===== config.mk =====
export PLATFORM = sky130hd
export DESIGN_NAME = hex_scroll_display
export DESIGN_NICKNAME = d
export VERILOG_FILES = /design/src/rtl/hex_scroll_display.sv
export SDC_FILE = /design/constraint.sdc
export NUM_CORES = 1
export LEC_CHECK = 0
export ABC_AREA = 1
export CORE_MARGIN = 2
export CORE_UTILIZATION = 40
export CTS_CLUSTER_DIAMETER = 50
export DETAILED_ROUTE_END_ITERATION = 8
export GPL_TIMING_DRIVEN = 0
export SLEW_MARGIN = 10
export SYNTH_ARGS = -nofsm -noshare
export SYNTH_HDL_FRONTEND = slang
export SYNTH_SLANG_ARGS = --single-unit

===== constraint.sdc =====
create_clock -name clk -period 6.61 [get_ports clk]
set_input_delay 1.322 -clock clk [delete_from_list [all_inputs] [get_ports clk]]
set_output_delay 1.322 -clock clk [all_outputs]
set_load 0.05 [all_outputs]

===== src/rtl/hex_scroll_display.sv =====
// Board-level hex message display: keys (synchronised + debounced) drive a
// load/scroll/pause FSM over a MSG_LEN-digit buffer shown through a NUM_DIGITS window.
module hex_scroll_display #(
  parameter int NUM_DIGITS = 6,
  parameter int MSG_LEN = 8,
  parameter logic [4*MSG_LEN-1:0] INIT_MSG = 32'h0823_0110,
  parameter int DEBOUNCE_CYCLES = 500000,
  parameter int TICK_CYCLES = 25000000
) (
  input  logic                    clk,
  input  logic                    rst,
  input  logic [7:0]              switch,
  input  logic [1:0]              key,
  output logic [9:0]              leds,
  output logic [8*NUM_DIGITS-1:0] hex
);

  localparam int PTR_W = (MSG_LEN > 1) ? $clog2(MSG_LEN) : 1;
  localparam int IDX_W = PTR_W + 1;
  localparam int CNT_W = (DEBOUNCE_CYCLES > 1) ? $clog2(DEBOUNCE_CYCLES) : 1;
  localparam int PRE_W = (TICK_CYCLES > 1) ? $clog2(TICK_CYCLES) : 1;
  localparam logic [CNT_W-1:0] CNT_LAST = CNT_W'(DEBOUNCE_CYCLES - 1);
  localparam logic [PRE_W-1:0] PRE_LAST = PRE_W'(TICK_CYCLES - 1);
  localparam logic [PTR_W-1:0] PTR_LAST = PTR_W'(MSG_LEN - 1);

  typedef enum logic [1:0] {
    ST_LOAD   = 2'b00,
    ST_SCROLL = 2'b01,
    ST_PAUSE  = 2'b10
  } state_e;

  // Active-low segments, bit 0 = a ... bit 6 = g.
  function automatic logic [6:0] seg7(input logic [3:0] d);
    logic [6:0] s;
    case (d)
      4'h0: s = 7'b1000000;
      4'h1: s = 7'b1111001;
      4'h2: s = 7'b0100100;
      4'h3: s = 7'b0110000;
      4'h4: s = 7'b0011001;
      4'h5: s = 7'b0010010;
      4'h6: s = 7'b0000010;
      4'h7: s = 7'b1111000;
      4'h8: s = 7'b0000000;
      4'h9: s = 7'b0010000;
      4'hA: s = 7'b0001000;
      4'hB: s = 7'b0000011;
      4'hC: s = 7'b1000110;
      4'hD: s = 7'b0100001;
      4'hE: s = 7'b0000110;
      default: s = 7'b0001110;
    endcase
    return s;
  endfunction

  logic [1:0]            sync1_q, sync2_q;
  logic [1:0]            deb_q, deb_d;
  logic [1:0]            press_q, press_d;
  logic [1:0][CNT_W-1:0] cnt_q, cnt_d;

  state_e           state_q, state_d;
  logic [PTR_W-1:0] wr_q, wr_d;
  logic [PTR_W-1:0] offset_q, offset_d;
  logic [PRE_W-1:0] presc_q, presc_d;
  logic [3:0]       msg_q [MSG_LEN];
  logic [3:0]       msg_d [MSG_LEN];
  logic [7:0]       leds_q;
  logic [PTR_W-1:0] wr_inc, offset_inc;

  // Debounce: the accepted level flips only after the synchronised level has
  // disagreed with it for DEBOUNCE_CYCLES consecutive cycles.
  always_comb begin
    deb_d   = deb_q;
    press_d = 2'b00;
    cnt_d   = '0;
    for (int k = 0; k < 2; k++) begin
      if (sync2_q[k] != deb_q[k]) begin
        if (cnt_q[k] == CNT_LAST) begin
          deb_d[k]   = sync2_q[k];
          press_d[k] = deb_q[k];
        end else begin
          cnt_d[k] = cnt_q[k] + 1'b1;
        end
      end
    end
  end

  always_ff @(posedge clk or posedge rst) begin
    if (rst) begin
      sync1_q <= 2'b11;
      sync2_q <= 2'b11;
      deb_q   <= 2'b11;
      press_q <= 2'b00;
      cnt_q   <= '0;
    end else begin
      sync1_q <= key;
      sync2_q <= sync1_q;
      deb_q   <= deb_d;
      press_q <= press_d;
      cnt_q   <= cnt_d;
    end
  end

  assign wr_inc     = (wr_q == PTR_LAST) ? '0 : wr_q + 1'b1;
  assign offset_inc = (offset_q == PTR_LAST) ? '0 : offset_q + 1'b1;

  // key1 is checked first everywhere so it wins over a coincident key0 event.
  always_comb begin
    state_d  = state_q;
    wr_d     = wr_q;
    offset_d = offset_q;
    presc_d  = presc_q;
    msg_d    = msg_q;
    case (state_q)
      ST_LOAD: begin
        if (press_q[1]) begin
          msg_d[wr_q] = switch[3:0];
          wr_d        = wr_inc;
        end else if (press_q[0]) begin
          state_d = ST_SCROLL;
          presc_d = '0;
        end
      end
      ST_SCROLL: begin
        if (press_q[1]) begin
          state_d  = ST_LOAD;
          wr_d     = '0;
          offset_d = '0;
          presc_d  = '0;
        end else if (press_q[0]) begin
          state_d = ST_PAUSE;
        end else if (presc_q == PRE_LAST) begin
          presc_d  = '0;
          offset_d = offset_inc;
        end else begin
          presc_d = presc_q + 1'b1;
        end
      end
      ST_PAUSE: begin
        if (press_q[1]) begin
          state_d  = ST_LOAD;
          wr_d     = '0;
          offset_d = '0;
          presc_d  = '0;
        end else if (press_q[0]) begin
          state_d = ST_SCROLL;
        end
      end
      default: state_d = ST_LOAD;
    endcase
  end

  always_ff @(posedge clk or posedge rst) begin
    if (rst) begin
      state_q  <= ST_LOAD;
      wr_q     <= '0;
      offset_q <= '0;
      presc_q  <= '0;
      leds_q   <= '0;
      for (int j = 0; j < MSG_LEN; j++) begin
        msg_q[j] <= INIT_MSG[4*(MSG_LEN-1-j) +: 4];
      end
    end else begin
      state_q  <= state_d;
      wr_q     <= wr_d;
      offset_q <= offset_d;
      presc_q  <= presc_d;
      leds_q   <= switch;
      msg_q    <= msg_d;
    end
  end

  assign leds = {state_q, leds_q};

  // Display g shows msg[(offset + REL) mod MSG_LEN]; REL < MSG_LEN keeps one subtract enough.
  for (genvar g = 0; g < NUM_DIGITS; g++) begin : g_disp
    localparam int REL = NUM_DIGITS - 1 - g;
    logic [IDX_W-1:0] sum;
    logic [PTR_W-1:0] idx;
    logic             dp_lit;
    assign sum    = {1'b0, offset_q} + IDX_W'(REL);
    assign idx    = (sum >= IDX_W'(MSG_LEN)) ? PTR_W'(sum - IDX_W'(MSG_LEN)) : PTR_W'(sum);
    assign dp_lit = (state_q == ST_LOAD) && (wr_q == PTR_W'(REL));
    assign hex[8*g +: 8] = {~dp_lit, seg7(msg_q[idx])};
  end

endmodule


==> summary.txt <==
Hold Path Class -> flop to flop
Grt ovf -> 0
Final setup viols -> 0
H-tree Lvls -> 4
Static Leak -> 5.056 nW
Share of the synthesized area in the top cell type -> 30.83%
Routed via count -> 8158
Synth unique cells -> 44
Slew @ Worst Pin -> 0.5491 ns
Chip width -> 151.4 um
Vias per std cell -> 4.900
Commonest non-fill, non-tap cells in the layout -> nand2_1 (457), inv_1 (134), nor2_1 (128), nand3_1 (114), dfrtp_1 (107)
Combinational power share -> 3.0%
Final Power -> 1.727 mW
Number of flops mapped to enable cells by yosys -> 0
# DRC -> 0
Pint -> 1.355 mW
Num CTS Buffers -> 17
Asr flop ratio synth -> 100.0%
Layout Cells excl Fill -> 1665
WP data required -> 5.29 ns
Post-synth top area cell -> dfrtp_1
Share of cells above drive strength 1 -> 7.554%
Initial Utilization -> 41.05%
Commonest non-fill, non-tap cell in the layout -> nand2_1
Synthesized flop and latch total -> 119
F_max -> 0.1853 GHz
DP Cell Count -> 1633
RSZ-0062 raised after global routing -> no
Die Y -> 151.4 um
Setup_tns -> 0 ns
Core ar. -> 21150 sq um
I/O pins -> 70
Clk pin slew, worst setup/hold paths -> 0.05 ns
Final WL -> 20940 um
Wirelength per Cell -> 12.58 um
Postcts setup bufs -> 0
First-pass GRT wire length -> 35600 um
Fraction of the cycle the final worst path needs -> 81.64%
CTS max path bufs -> 2
Max Slew Vio Count -> 0
Synth Cell Area -> 8685 sq um
Layout area overhead -> 19.19%
Insertion delay to the later sink of the worst-skew pair -> 0.42 ns
Worst Setup Start Kind -> flop
Worst rel slew slack -> 63.28%
Initial antenna violation count -> 0
Post-synthesis cell count -> 1288
Dpl hpwl -> 16030 um
CP Class -> flop to output pin
DIE AREA -> 22910 sq um
Starting DRT DRC Count -> 559
Syn avg cell area -> 6.743 sq um
Clk pwr share -> 54.2%
GRT Total Usage -> 19.31%
Warnings from Yosys -> 0
Setup WS pre-CTS -> 1.677 ns
Routed Antenna Nets -> 0
Largest net degree at the start of global routing -> 89
ANT cells -> 0
GPL Wtd Cong -> 0.9219
Top cells by area, synth -> dfrtp_1 (31%), nand2_1 (20%), ha_1 (8.2%)
Seq pwr share -> 42.9%
Vias in the first global route -> 7255
Post-route setup slack -> 1.214 ns
Skew final -> 0.008106 ns
Clock Sink Count -> 119
Final Hold Vio Count -> 0
Syn_nets -> 1357
Data arrival time of the worst path -> 4.07 ns
Net load switching power -> 0.3719 mW
Nets -> 1446
Crit path time final -> 5.396 ns
Worst VDD drop -> 0.1881 mV
Power Density -> 166.8 nW/um^2
Sw frac -> 21.54%
Root buffer cell -> clkbuf_16
Number of max-cap violations -> 0
Worst setup EP type -> output pin
Max FO, Critical Path -> 10
DRT Pass-1 Iters -> 5
Ys flop type -> dfrtp_1
Post-CTS Hold Fix Bufs -> 0
# rows -> 53
IO Port Bufs -> 69
TritonCTS clock tree -> done
Outcome -> finished clean
Sequential fraction of the synthesis area -> 34.46%
Post-cts resize count -> 0
power groups by stage:
stage / combinational (mW) / clock, mW / sequential, mW
2_1_floorplan: 0.0205 / 0 / 0.761
4_1_cts: 0.0532 / 0.954 / 0.741
3_3_place_gp: 0.0505 / 0 / 0.753
3_5_place_dp: 0.0531 / 0 / 0.753
6_report: 0.0510 / 0.935 / 0.741
5_1_grt: 0.0584 / 0.984 / 0.741
per-layer routing:
metal  vias to the layer above  wire length, um  global-route usage [%]
met5                         -                0                       0
met4                         0              424                   6.682
met3                        33              808                   3.072
met2                       164             9158                   29.82
met1                      3655            10550                   27.45
li1                       4306                -                       -
worst paths after layout:
check                       startpoint           to  slack (ns)  depth (start not counted)
max in group asynchronous          rst     msg_q[8]        4.61                          3
setup / recovery           offset_q[1]      hex[34]        1.21                         15
setup reg to reg           offset_q[1]  offset_q[1]        4.63                          8
hold reg to reg             sync1_q[1]   sync2_q[1]        0.36                          0
min in group asynchronous          rst    leds_q[7]        1.26                          2
hold / removal              sync1_q[1]   sync2_q[1]        0.36                          0
state kept, by name, indices dropped and copies added (netlist names):
name,flops
cnt_q,38
msg_q,32
presc_q,25
leds_q,8
offset_q,3
wr_q,3
deb_q,2
press_q,2
state_q,2
sync1_q,2
sync2_q,2
kinds of logic (layout without fill, tap and decap cells):
logic type	count (synthesis)	after routing	synth area share, %
XOR/XNOR	26	26	2.709
buffers and inverters	167	269	7.953
flip-flops	119	119	34.46
AO/OA/AOI/OAI	118	118	7.376
adder cells (fa/ha/maj)	57	57	8.212
multiplexers	1	1	0.1153
AND/OR/NAND/NOR	800	800	39.17
Yosys cell counts (2+ instances only):
| cell type | count |
|---|---|
| nand2_1 | 457 |
| inv_1 | 135 |
| nor2_1 | 128 |
| nand3_1 | 114 |
| dfrtp_1 | 107 |
| o21ai_0 | 71 |
| ha_1 | 57 |
| nor3_1 | 34 |
| nand4_1 | 29 |
| xor2_1 | 21 |
| nand2_2 | 17 |
| o21ai_1 | 15 |
| dfstp_2 | 12 |
| a21oi_1 | 11 |
| inv_2 | 10 |
| o211ai_1 | 9 |
| buf_2 | 8 |
| a31oi_1 | 5 |
| buf_6 | 5 |
| nor2_2 | 5 |
| buf_4 | 4 |
| xnor2_1 | 4 |
| nand3_2 | 3 |
| nor4_1 | 3 |
| and3_1 | 2 |
| buf_1 | 2 |
| nor2_4 | 2 |
| o22ai_1 | 2 |
cell type report:
cell class,count,area [sq um]
Fill cell,2142,10800
Multi-Input combinational cell,1002,5001
Sequential cell,119,2993
Timing Repair Buffer,70,718.2
Inverter,147,558.0
Clock buffer,21,450.4
Tap cell,275,344.1
Clock inverter,11,148.9
Buffer,20,137.6
through the flow:
step           cell area (sq um)  utilization, %  hold slack [ns]
2_1_floorplan               8685               -           0.3452
3_3_place_gp                9719           45.95           0.3461
3_5_place_dp                9752           46.10           0.3472
4_1_cts                    10350           48.93           0.3568
5_1_grt                    10350           48.93           0.3554
6_report                   10350           48.93           0.3576
critical path, cell delays in order (launching register included):
cell,delay [ns]
dfrtp_1,0.46
inv_1,0.13
buf_2,0.25
ha_1,0.31
inv_1,0.08
clkbuf_1,0.37
nand3_1,0.13
o21ai_1,0.18
nand2_1,0.08
nand2_1,0.19
inv_1,0.11
ha_1,0.19
inv_1,0.05
nand2_1,0.06
o21ai_0,0.22
clkdlybuf4s50_1,0.84
No activity file was read; power rests on OpenSTA's default activity.
